**src/rtl/spi_slave_stream.sv**
```systemverilog
// SPI mode-0 slave with valid/ready RX and TX word streams, run entirely on the
// system clock: the SPI pins are synchronized and their edges detected here.
module spi_slave_stream #(
    parameter int unsigned        DATA_W       = 16,
    parameter int unsigned        SYNC_STAGES  = 2,
    parameter logic [DATA_W-1:0]  TX_IDLE      = '0,
    parameter bit                 LOOPBACK_INC = 1'b0
) (
    input  logic              clk,
    input  logic              rst,
    input  logic              sclk,
    input  logic              mosi,
    input  logic              ss_n,
    output logic              miso,
    output logic [DATA_W-1:0] rx_data,
    output logic              rx_valid,
    input  logic              rx_ready,
    input  logic [DATA_W-1:0] tx_data,
    input  logic              tx_valid,
    output logic              tx_ready,
    output logic              busy,
    output logic              overrun,
    output logic              underrun
);

    localparam int unsigned CNT_W = $clog2(DATA_W);

    typedef enum logic [1:0] {
        ST_IDLE,
        ST_LOAD,
        ST_SHIFT
    } state_t;

    logic [SYNC_STAGES-1:0] sclk_sync_q, sclk_sync_d;
    logic [SYNC_STAGES-1:0] mosi_sync_q, mosi_sync_d;
    logic [SYNC_STAGES-1:0] ss_sync_q, ss_sync_d;
    logic [SYNC_STAGES-1:0] prime_q, prime_d;
    logic                   sclk_prev_q, sclk_prev_d;
    logic                   ss_prev_q, ss_prev_d;
    logic                   armed_q, armed_d;
    state_t                 state_q, state_d;
    logic [CNT_W-1:0]       bit_cnt_q, bit_cnt_d;
    logic                   word_done_q, word_done_d;
    logic [DATA_W-2:0]      rx_sr_q, rx_sr_d;
    logic [DATA_W-1:0]      tx_sr_q, tx_sr_d;
    logic [DATA_W-1:0]      rx_data_q, rx_data_d;
    logic                   rx_valid_q, rx_valid_d;
    logic                   tx_ready_q, tx_ready_d;
    logic                   busy_q, busy_d;
    logic                   overrun_q, overrun_d;
    logic                   underrun_q, underrun_d;
    logic [DATA_W-1:0]      lb_word_q, lb_word_d;

    logic              sclk_s, mosi_s, ss_s;
    logic              sclk_rise, sclk_fall, ss_fall, ss_rise;
    logic [DATA_W-1:0] rx_word;
    logic [DATA_W-1:0] load_word;
    logic              complete;

    assign sclk_s    = sclk_sync_q[SYNC_STAGES-1];
    assign mosi_s    = mosi_sync_q[SYNC_STAGES-1];
    assign ss_s      = ss_sync_q[SYNC_STAGES-1];
    assign sclk_rise = sclk_s & ~sclk_prev_q;
    assign sclk_fall = ~sclk_s & sclk_prev_q;
    // A select is only honoured once ss_n has been seen high from the real pin,
    // so a select held low across reset cannot start a transfer.
    assign ss_fall   = ss_prev_q & ~ss_s & armed_q;
    assign ss_rise   = ~ss_prev_q & ss_s;
    assign rx_word   = {rx_sr_q, mosi_s};

    always_comb begin
        sclk_sync_d = {sclk_sync_q[SYNC_STAGES-2:0], sclk};
        mosi_sync_d = {mosi_sync_q[SYNC_STAGES-2:0], mosi};
        ss_sync_d   = {ss_sync_q[SYNC_STAGES-2:0], ss_n};
        prime_d     = {prime_q[SYNC_STAGES-2:0], 1'b1};
        sclk_prev_d = sclk_s;
        ss_prev_d   = ss_s;
        armed_d     = armed_q | (prime_q[SYNC_STAGES-1] & ss_s);
        state_d     = state_q;
        bit_cnt_d   = bit_cnt_q;
        word_done_d = word_done_q;
        rx_sr_d     = rx_sr_q;
        tx_sr_d     = tx_sr_q;
        rx_data_d   = rx_data_q;
        rx_valid_d  = rx_valid_q;
        overrun_d   = overrun_q;
        underrun_d  = underrun_q;
        lb_word_d   = lb_word_q;
        load_word   = TX_IDLE;
        complete    = 1'b0;

        case (state_q)
            ST_IDLE: begin
                bit_cnt_d   = '0;
                word_done_d = 1'b0;
                if (ss_fall) state_d = ST_LOAD;
            end
            ST_LOAD: begin
                if (LOOPBACK_INC) begin
                    load_word = lb_word_q;
                end else if (tx_valid) begin
                    load_word = tx_data;
                end else begin
                    load_word  = TX_IDLE;
                    underrun_d = 1'b1;
                end
                tx_sr_d = load_word;
                state_d = ST_SHIFT;
            end
            ST_SHIFT: begin
                if (sclk_rise) begin
                    rx_sr_d = rx_word[DATA_W-2:0];
                    if (bit_cnt_q == CNT_W'(DATA_W - 1)) begin
                        bit_cnt_d   = '0;
                        word_done_d = 1'b1;
                        complete    = 1'b1;
                    end else begin
                        bit_cnt_d = bit_cnt_q + 1'b1;
                    end
                end
                if (sclk_fall) begin
                    if (word_done_q) begin
                        word_done_d = 1'b0;
                        state_d     = ST_LOAD;
                    end else begin
                        tx_sr_d = tx_sr_q << 1;
                    end
                end
            end
            default: state_d = ST_IDLE;
        endcase

        if (ss_rise) begin
            state_d     = ST_IDLE;
            bit_cnt_d   = '0;
            word_done_d = 1'b0;
        end

        if (complete) begin
            lb_word_d = rx_word + DATA_W'(1);
            if (!rx_valid_q || rx_ready) begin
                rx_data_d  = rx_word;
                rx_valid_d = 1'b1;
            end else begin
                overrun_d = 1'b1;
            end
        end else if (rx_valid_q && rx_ready) begin
            rx_valid_d = 1'b0;
        end

        tx_ready_d = (state_d == ST_LOAD) && !LOOPBACK_INC;
        busy_d     = (state_d != ST_IDLE);
    end

    always_ff @(posedge clk) begin
        if (rst) begin
            sclk_sync_q <= '0;
            mosi_sync_q <= '0;
            ss_sync_q   <= '1;
            prime_q     <= '0;
            sclk_prev_q <= 1'b0;
            ss_prev_q   <= 1'b1;
            armed_q     <= 1'b0;
            state_q     <= ST_IDLE;
            bit_cnt_q   <= '0;
            word_done_q <= 1'b0;
            rx_sr_q     <= '0;
            tx_sr_q     <= '0;
            rx_data_q   <= '0;
            rx_valid_q  <= 1'b0;
            tx_ready_q  <= 1'b0;
            busy_q      <= 1'b0;
            overrun_q   <= 1'b0;
            underrun_q  <= 1'b0;
            lb_word_q   <= '0;
        end else begin
            sclk_sync_q <= sclk_sync_d;
            mosi_sync_q <= mosi_sync_d;
            ss_sync_q   <= ss_sync_d;
            prime_q     <= prime_d;
            sclk_prev_q <= sclk_prev_d;
            ss_prev_q   <= ss_prev_d;
            armed_q     <= armed_d;
            state_q     <= state_d;
            bit_cnt_q   <= bit_cnt_d;
            word_done_q <= word_done_d;
            rx_sr_q     <= rx_sr_d;
            tx_sr_q     <= tx_sr_d;
            rx_data_q   <= rx_data_d;
            rx_valid_q  <= rx_valid_d;
            tx_ready_q  <= tx_ready_d;
            busy_q      <= busy_d;
            overrun_q   <= overrun_d;
            underrun_q  <= underrun_d;
            lb_word_q   <= lb_word_d;
        end
    end

    assign miso     = tx_sr_q[DATA_W-1] & ~ss_s;
    assign rx_data  = rx_data_q;
    assign rx_valid = rx_valid_q;
    assign tx_ready = tx_ready_q;
    assign busy     = busy_q;
    assign overrun  = overrun_q;
    assign underrun = underrun_q;

endmodule

```
**config.mk**
```make
export PLATFORM = sky130hd
export DESIGN_NAME = spi_slave_stream
export DESIGN_NICKNAME = d
export VERILOG_FILES = /design/src/rtl/spi_slave_stream.sv
export SDC_FILE = /design/constraint.sdc
export NUM_CORES = 1
export LEC_CHECK = 0
export BUFFER_PORTS_ARGS = -buffer_cell sky130_fd_sc_hd__buf_2
export CAP_MARGIN = 20
export CORE_MARGIN = 3
export CORE_UTILIZATION = 57
export CTS_BUF_LIST = sky130_fd_sc_hd__clkbuf_2
export DETAILED_ROUTE_END_ITERATION = 8
export PLACE_DENSITY_LB_ADDON = 0.15
export RECOVER_POWER = 25
export SLEW_MARGIN = 0
export SYNTH_ARGS = -nofsm -noshare
export SYNTH_HDL_FRONTEND = slang
export SYNTH_SLANG_ARGS = --single-unit
export TNS_END_PERCENT = 30
```
**constraint.sdc**
```tcl
create_clock -name clk -period 3.67 [get_ports clk]
set_input_delay 0.9175 -clock clk [delete_from_list [all_inputs] [get_ports clk]]
set_output_delay 0.9175 -clock clk [all_outputs]
set_load 0.005 [all_outputs]
```
==> impl_metrics.csv, run 1 <==
group,metric,value,unit
sta,clock.fmax,0.4730,GHz
synth,netlist_top_cells_count,"nand2_1 (84), dfxtp_1 (70), a21oi_1 (39)",
synth,yosys_most_used_dff,"dfxtp_1",
status,status,"complete, no violations",
setup_path,path_cells,"and4bb_1, nand3_1, nand2_1, a21oi_1",
global_routing,grt_max_degree,60,
synth,synth-seq-area-share,0.5135,
placed_design,dp_cells,391,
global_routing,track_usage,0.1921,
routing,highest_layer,"met4",
layout,layout-drive-gt1-share,0.2169,
setup_path,crit_arrival,2.48,ns
synth,synthAdderAreaFrac,0.004585,
synth,netlist_instances,316,
layout,fin_nets,374,
synth,ys_warn_count,0,
sta,slew_headroom,0.3992,
layout,antenna_cells,0,
synth,synth_compound_area_frac,0.1880,
routing,wl_per_cell,12.12,um
floorplanning,fp.dieW,75.19,um
global_routing,grt.overflow.total,0,
pwr,finalPower,1.161,mW
floorplanning,core,4474,um^2
clock_tree,cts_tree,"done",
routing,vias,2189,
synth,synth_area,2729,um^2
synth,yosys-top-cells-area,"dfxtp_1 (51%), nand2_1 (12%), a311oi_2 (7.7%)",
synth,ys_ff_latch,70,
routing,viasPerCell,5.378,
sta,fin_skew,0.01581,ns
setup_path,path_class,"register to register",
hold_path,min_to,"ss_sync_q[1]$_SDFF_PP1_",
routing,ant_nets,0,
sta,worst_pin_slew,0.8917,ns
sta,setup_violations,0,
global_routing,grt_pass1_vias,1929,
clock_tree,clock_sinks,70,
placed_design,gp_congestion,0.7748,
placed_design,port_buffers,44,
synth,syn_avg_cell_area,8.636,um^2
floorplanning,die_area,5654,um^2
setup_path,cp.required,4.03,ns
setup_path,slowest_stage,"and4bb_1",
layout,finalNonFillerCells,407,
clock_tree,cts-resized-gates,0,
clock_tree,worstSkewPairLatency,0.48,ns
routing,drt_iter0_markers,182,
hold_path,hold_path.class,"register to register",
floorplanning,num_io_pins,45,
clock_tree,h-tree-depth,3,
synth,synth_edf_count,0,
routing,drt-total-wl,4.932,mm
synth,synth_most_common_cell,"nand2_1",
flow_run,drv_cap,0,
synth,synth_top_family_by_area,"simple AND/OR/NAND/NOR gates",
clock_tree,clock-root-buffer,"clkbuf_2",
setup_path,rr_worst_depth,4,
sta,final.setup.tns,0,ns
sta,rsz0062_at_grt,"false",
setup_path,start_kind,"register",
synth,syn_nets,340,
sta,period_needed,2.114,ns
sta,whs,0.4379,ns
floorplanning,rows,24,
setup_path,timing.rr.end,"rx_data[2]$_SDFFE_PP0P_",
hold_path,hp-start,"ss_sync_q[0]$_SDFF_PP1_",
sta,hold_viol_final,0,
setup_path,cpPeakStageDelay,0.69,ns
routing,first_pass_iters,5,
setup_path,timing.rr.start,"state_q[0]$_SDFF_PP0_",
synth,yosysUniqueCellTypes,31,
sta,drv_slew,0,
hold_path,min_path_cells,1,
setup_path,critPathCaptureType,"register",
routing,wl_met2,2.264,mm
placed_design,hpwl,3.234,mm
synth,postSynth.asyncResetShare,0,
setup_path,worstPathMaxFanout,19,
clock_tree,cts_buffers,9,
global_routing,grt_first_pass_wirelength,8.204,mm
routing,met3_length,280,um
clock_tree,clkSlewWorstSetupHoldPaths,0.18,ns
layout,areaGrowthSynthToFinish,9.353,%
sta,finalCritPeriodShare,0.5760,
floorplanning,start_util,0.6099,
layout,post-route-util,0.6669,
synth,synthSimpleGateAreaFrac,0.2407,
routing,drt-met1-wl,2.348,mm
clock_tree,postCtsHoldBufs,0,
pwr,peakVddDrop,237.5,uV
setup_path,ff2ff_setup_slack,1.56,ns
pwr,pwr_density_cell,388.9,nW/um^2
routing,drc,0,
pwr,p_leak,1.100,nW
floorplanning,dieHeight,75.19,um
global_routing,antenna_found_initial,0,
synth,yosys.area.top_type_share,0.5135,
synth,synth_area_leader_cell,"dfxtp_1",
clock_tree,ctsLongestPathBuffers,2,
synth,synth.area.mux_share,0,
synth,synth_xor_xnor_area_share,0,
clock_tree,cts_setup_buffers,0,
cells by family after synthesis:
group	Yosys count
AOI/OAI and AO/OA	66
adders and majority gates	1
buffers and inverters	28
DFF	70
and+or+nand+nor	151
worst max-delay path by stage:
stage | from | cells past startpoint | slack [ns] | to
final | state_q[0]$_SDFF_PP0_ | 4 | 1.56 | rx_data[2]$_SDFFE_PP0P_
after global routing | sclk_sync_q[1]$_SDFF_PP0_ | 4 | 1.23 | rx_data[10]$_SDFFE_PP0P_
after CTS | sclk_sync_q[1]$_SDFF_PP0_ | 4 | 1.50 | rx_data[2]$_SDFFE_PP0P_
after detailed placement | sclk_sync_q[1]$_SDFF_PP0_ | 4 | 1.51 | rx_data[2]$_SDFFE_PP0P_
after global placement | sclk_sync_q[1]$_SDFF_PP0_ | 4 | 1.52 | rx_data[8]$_SDFFE_PP0P_
after floorplan | tx_valid | 4 | 1.81 | tx_sr_q[10]$_SDFFE_PP0P_
flip-flops by register name, summed over array words and instances, names as in the netlist, 2 cells and up:
register and flops:
rx_sr_q 15, prime_q 2, mosi_sync_q 2, rx_data 16, state_q 2, bit_cnt_q 4, tx_sr_q 16, sclk_sync_q 2
ss_sync_q 2
worst max-delay path: cells and delay by family (launching register included):
| family | cells | cell delay, ns |
|---|---|---|
| simple gates | 3 | 1.51 |
| flops | 1 | 0.42 |
| compound gates | 1 | 0.08 |
report_power, final:
part	total (mW)	leakage (nW)	switching (mW)	internal, mW
clock network	0.337	0.0542	0.254	0.0831
registers	0.774	0.566	0.00473	0.769
logic	0.0494	0.480	0.0298	0.0195
through the flow:
step | instance area, um^2 | setup slack (ns)
2_1_floorplan | 2729 | 1.808
3_3_place_gp | 2907 | 1.518
3_5_place_dp | 2907 | 1.508
4_1_cts | 2985 | 1.495
5_1_grt | 2984 | 1.226
6_report | 2984 | 1.556
final cells by class:
class | instances | area (um^2)
inverter | 4 | 15.01
sequential | 70 | 1401
tap | 52 | 65.06
fill | 408 | 1490
timing repair buffer | 47 | 241.5
multi-input combinational | 218 | 1182
clock buffer | 10 | 50.05
clock inverter | 6 | 28.78
layout by cell type, fill, tap and decap left out, types with 2 or more instances in the layout:
master / count
a21o_1: 2
dfxtp_1: 70
nor2b_1: 8
nor3_1: 4
o21ai_0: 2
nand2b_1: 5
a31oi_1: 3
or2_2: 2
clkbuf_2: 10
clkinv_1: 3
a21oi_1: 39
a311oi_2: 14
buf_4: 3
buf_2: 43
nor2_1: 25
nand2_1: 84
inv_1: 4
nand3_1: 18
and3_1: 2
clkinv_2: 2
layer usage:
metal	GRT usage	vias to the layer above
li1	-	1136
met1	0.2448	999
met2	0.2959	50
met3	0.04806	4
met4	0.1107	0
met5	0	-
Power figures use the tool's default switching activity.
==> run 2, diff against run 1 <==
==> constraint.sdc (replaced) <==
create_clock -name clk -period 2.1 [get_ports clk]
set_input_delay 0.525 -clock clk [delete_from_list [all_inputs] [get_ports clk]]
set_output_delay 0.525 -clock clk [all_outputs]
set_load 0.005 [all_outputs]
==> impl_metrics.csv, run 2 (same netlist as run 1, synthesis figures left out) <==
group,metric,value,unit
routing,drt-total-wl,5.268,mm
clock_tree,clock-root-buffer,"clkbuf_2",
layout,multi_input_area,1182,um^2
clock_tree,cts_tree,"done",
layout,areaGrowthSynthToFinish,9.950,%
floorplanning,core,4474,um^2
clock_tree,ctsLongestPathBuffers,2,
global_routing,track_usage,0.2022,
setup_path,slowest_stage,"nand3_1",
clock_tree,cts_buffers,9,
layout,regArea,1401,um^2
layout,stdcell_area,3000,um^2
global_routing,grt_first_pass_wirelength,8.687,mm
sta,setup_violations,0,
clock_tree,worstSkewPairLatency,0.47,ns
pwr,p_leak,1.114,nW
sta,rsz0062_at_grt,"false",
pwr,power_switching_share,0.2348,
sta,period_needed,1.827,ns
setup_path,cp_top_family,"simple AND/OR/NAND/NOR gates",
placed_design,gp_congestion,0.7622,
routing,ant_nets,0,
placed_design,dpl_cell_area,2937,um^2
layout,mostFrequentLayoutCell,"nand2_1",
setup_path,cpPeakStageDelay,0.48,ns
status,violations,"capacitance limit, slew limit",
placed_design,hpwl,3.590,mm
placed_design,port_buffers,44,
sta,fin_skew,0.01587,ns
sta,worst_pin_slew,1.514,ns
sta,slew_headroom,-0.009368,
global_routing,grt_max_degree,38,
floorplanning,num_io_pins,45,
sta,hold_viol_final,0,
routing,first_pass_iters,4,
layout,antenna_cells,0,
routing,drt_iter0_markers,134,
floorplanning,start_util,0.6099,
clock_tree,clkSlewWorstSetupHoldPaths,0.16,ns
sta,final.setup.tns,0,ns
clock_tree,clock_sinks,70,
pwr,power.internal,1.534,mW
pwr,peakVddDrop,610.1,uV
layout,fin_nets,378,
routing,viasPerCell,5.437,
clock_tree,cts_setup_buffers,0,
floorplanning,dieHeight,75.19,um
setup_path,path_cells,"ha_1, and3_1, nand3_1, nand2_1, a21oi_1",
layout,layout_common_cells,"nand2_1 (84), dfxtp_1 (70), buf_2 (43)",
pwr,switchingPower,0.4707,mW
global_routing,antenna_found_initial,0,
setup_path,crit_arrival,2.13,ns
routing,drc,0,
setup_path,cp.required,2.40,ns
setup_path,critPathBufInv,0,
pwr,clock_power_share,0.282,
setup_path,path_class,"register to register",
clock_tree,h-tree-depth,3,
layout,fillers,403,
pwr,combPwrFrac,0.044,
global_routing,grt_pass1_vias,2021,
routing,vias,2229,
routing,wl_per_cell,12.85,um
hold_path,hold_path.class,"input pin to register",
global_routing,grt.overflow.total,0,
sta,clock.fmax,0.5473,GHz
floorplanning,die_area,5654,um^2
setup_path,worstPathMaxFanout,16,
pwr,pwr_density_cell,668.0,nW/um^2
pwr,seqPwrFrac,0.674,
status,status,"complete, but fails checks",
floorplanning,fp.dieW,75.19,um
floorplanning,rows,24,
flow_run,drv_cap,1,
setup_path,start_kind,"register",
clock_tree,cts-resized-gates,0,
sta,finalCritPeriodShare,0.8700,
layout,layout-drive-gt1-share,0.2207,
sta,drv_slew,38,
clock_tree,postCtsHoldBufs,0,
setup_path,critPathCaptureType,"register",
-- run 2: power groups by stage --
| stage | clock network (mW) | logic, mW | registers, mW |
|---|---|---|---|
| 6_report | 0.566 | 0.0875 | 1.35 |
| 5_1_grt | 0.652 | 0.0976 | 1.35 |
| 4_1_cts | 0.595 | 0.0903 | 1.35 |
| 3_5_place_dp | 0 | 0.0902 | 1.38 |
| 3_3_place_gp | 0 | 0.0882 | 1.38 |
| 2_1_floorplan | 0 | 0.0592 | 1.38 |
-- run 2: path summary, 6_finish.rpt --
check	startpoint	end	slack, ns	cells after the start
max	bit_cnt_q[0]$_SDFFE_PP0P_	rx_data[14]$_SDFFE_PP0P_	0.27	5
min	ss_n	ss_sync_q[0]$_SDFF_PP1_	0.25	2
max reg2reg	bit_cnt_q[0]$_SDFFE_PP0P_	rx_data[14]$_SDFFE_PP0P_	0.27	5
min reg2reg	ss_sync_q[0]$_SDFF_PP1_	ss_sync_q[1]$_SDFF_PP1_	0.44	1
-- run 2: layer usage --
metal | vias to the layer above | part of all wire | wire, um | track usage
li1 | 1140 | - | - | -
met1 | 1039 | 0.45 | 2389 | 0.2444
met2 | 45 | 0.48 | 2550 | 0.3308
met3 | 5 | 0.053 | 278 | 0.07477
met4 | 0 | 0.0095 | 50 | 0.07379
met5 | - | 0 | 0 | 0
-- run 2: metrics by stage --
| stage | setup WS (ns) | power, mW | hold slack, ns | util | instances |
|---|---|---|---|---|---|
| after floorplan | 0.5990 | 1.436 | 0.3895 | - | 316 |
| after global placement | 0.3939 | 1.467 | 0.3940 | 0.6563 | 395 |
| after detailed placement | 0.3558 | 1.470 | 0.4159 | 0.6563 | 395 |
| after CTS | 0.3299 | 2.037 | 0.2020 | 0.6725 | 410 |
| after global routing | 0.08955 | 2.104 | 0.1785 | 0.6706 | 410 |
| final | 0.2730 | 2.004 | 0.2451 | 0.6706 | 410 |
-- run 2: layout make-up --
cell class	count	share of cell area
multi-input cells	218	0.3941
well taps	52	0.02168
repair buffers	51	0.08799
clock buffers	12	0.02002
clock inverters	3	0.004170
flip-flops and latches	70	0.4671
inverters	4	0.005004
==> run 3, diff against run 2 <==
--- a/config.mk
+++ b/config.mk
@@ -11,7 +11,7 @@
 export CORE_UTILIZATION = 57
 export CTS_BUF_LIST = sky130_fd_sc_hd__clkbuf_2
 export DETAILED_ROUTE_END_ITERATION = 8
-export PLACE_DENSITY_LB_ADDON = 0.15
+export PLACE_DENSITY_LB_ADDON = 0.25
 export RECOVER_POWER = 25
 export SLEW_MARGIN = 0
 export SYNTH_ARGS = -nofsm -noshare
==> impl_metrics.csv, run 3 (same netlist as run 1, synthesis figures left out) <==
group,metric,value,unit
clock_tree,clkSlewWorstSetupHoldPaths,0.18,ns
clock_tree,h-tree-depth,3,
global_routing,grt.overflow.total,0,
routing,viasPerCell,5.341,
layout,layout_common_cells,"nand2_1 (84), dfxtp_1 (70), buf_2 (43)",
clock_tree,clock-root-buffer,"clkbuf_2",
pwr,combPwrFrac,0.043,
hold_path,min_path_cells,2,
setup_path,worstPathMaxFanout,21,
routing,first_pass_iters,4,
global_routing,grt_pass1_vias,1920,
setup_path,path_cells,"clkbuf_1, clkbuf_1, o32ai_1",
floorplanning,core,4474,um^2
sta,setup_violations,0,
floorplanning,num_io_pins,45,
layout,areaGrowthSynthToFinish,10.87,%
global_routing,track_usage,0.1936,
flow_run,drv_cap,0,
sta,clock.fmax,0.5690,GHz
layout,fin_nets,380,
hold_path,min_to,"ss_sync_q[0]$_SDFF_PP1_",
sta,finalCritPeriodShare,0.8369,
setup_path,path_common_cell,"clkbuf_1",
setup_path,start_kind,"input pin",
clock_tree,cts-resized-gates,0,
setup_path,cp.required,2.43,ns
pwr,pwr_density_cell,679.3,nW/um^2
clock_tree,cts_tree,"done",
pwr,seqPwrFrac,0.658,
global_routing,grt_first_pass_wirelength,8.424,mm
layout,post-route-util,0.6762,
sta,rsz0062_at_grt,"false",
layout,mostFrequentLayoutCell,"nand2_1",
setup_path,timing.rr.end,"rx_data[0]$_SDFFE_PP0P_",
floorplanning,rows,24,
sta,period_needed,1.757,ns
clock_tree,ctsLongestPathBuffers,2,
setup_path,path_class,"input pin to register",
pwr,peakVddDrop,556.1,uV
hold_path,hold_path.class,"input pin to register",
floorplanning,dieHeight,75.19,um
clock_tree,clock_sinks,70,
layout,antenna_cells,0,
setup_path,crit_path_start,"rst",
global_routing,antenna_found_initial,0,
floorplanning,fp.dieW,75.19,um
sta,drv_slew,0,
sta,fin_skew,0.02218,ns
pwr,p_leak,1.115,nW
setup_path,timing.rr.start,"bit_cnt_q[0]$_SDFFE_PP0P_",
hold_path,hp-start,"ss_n",
setup_path,rr_worst_depth,5,
pwr,clock_power_share,0.299,
placed_design,hpwl,3.421,mm
pwr,power.internal,1.524,mW
sta,slew_headroom,0.1676,
setup_path,critPathCaptureType,"register",
clock_tree,cts_buffers,9,
clock_tree,postCtsHoldBufs,0,
setup_path,cpPeakStageDelay,0.97,ns
floorplanning,die_area,5654,um^2
sta,hold_viol_final,0,
sta,worst_pin_slew,1.249,ns
layout,layout-drive-gt1-share,0.2271,
routing,vias,2206,
setup_path,slowest_stage,"clkbuf_1",
floorplanning,start_util,0.6099,
sta,final.setup.tns,0,ns
routing,drt-total-wl,5.085,mm
routing,ant_nets,0,
global_routing,grt_max_degree,32,
setup_path,crit_arrival,2.08,ns
placed_design,gp_congestion,0.8001,
setup_path,ff2ff_setup_slack,0.36,ns
placed_design,port_buffers,44,
clock_tree,worstSkewPairLatency,0.49,ns
routing,drc,0,
pwr,switchingPower,0.5312,mW
pwr,power_switching_share,0.2585,
clock_tree,cts_setup_buffers,0,
routing,wl_per_cell,12.31,um
routing,drt_iter0_markers,181,
status,status,"complete, no violations",
[run 3: how the worst max path moves through the flow]
stage / end / slack [ns] / cells past startpoint
5_1_grt: rx_data[0]$_SDFFE_PP0P_ / 0.17 / 5
4_1_cts: rx_data[0]$_SDFFE_PP0P_ / 0.36 / 5
2_1_floorplan: rx_data[14]$_SDFFE_PP0P_ / 0.60 / 8
3_3_place_gp: rx_data[0]$_SDFFE_PP0P_ / 0.48 / 5
3_5_place_dp: rx_data[10]$_SDFFE_PP0P_ / 0.41 / 5
6_report: tx_sr_q[0]$_SDFFE_PP0P_ / 0.34 / 3
[run 3: metal layers]
metal / global-route usage / vias to the layer above / wire, um
li1: - / 1150 / -
met1: 0.2625 / 1006 / 2525
met2: 0.2882 / 40 / 2238
met3: 0.04005 / 10 / 202
met4: 0.1068 / 0 / 117
met5: 0 / - / 0
[run 3: worst max-delay path: cells and delay by family]
family / cells / cell delay (ns)
AOI/OAI and AO/OA: 1 / 0.23
buffers and inverters: 2 / 1.33
[run 3: final cells by class]
class	count	area (um^2)
fillers	396	1449
clock buffers	9	45.04
clock inverters	7	41.29
inverters	4	15.01
repair buffers	53	275.3
flip-flops and latches	70	1401
well taps	52	65.06
multi-input cells	218	1182
[run 3: metrics by stage]
stage                     cells  setup slack (ns)  cell area (um^2)  power (mW)  hold slack (ns)
after floorplan             316            0.5990              2729       1.436           0.3895
after global placement      397            0.4822              2964       1.472           0.3923
after detailed placement    397            0.4084              2964       1.473           0.4213
after CTS                   413            0.3591              3050       2.072           0.1954
after global routing        413            0.1680              3025       2.129           0.1905
final                       413            0.3425              3025       2.055           0.2125
[run 3: power by group through the flow]
| stage | registers [mW] | logic, mW | clock network (mW) |
|---|---|---|---|
| 2_1_floorplan | 1.38 | 0.0592 | 0 |
| 3_3_place_gp | 1.38 | 0.0929 | 0 |
| 3_5_place_dp | 1.38 | 0.0939 | 0 |
| 4_1_cts | 1.35 | 0.0945 | 0.625 |
| 5_1_grt | 1.36 | 0.0996 | 0.674 |
| 6_report | 1.35 | 0.0890 | 0.614 |
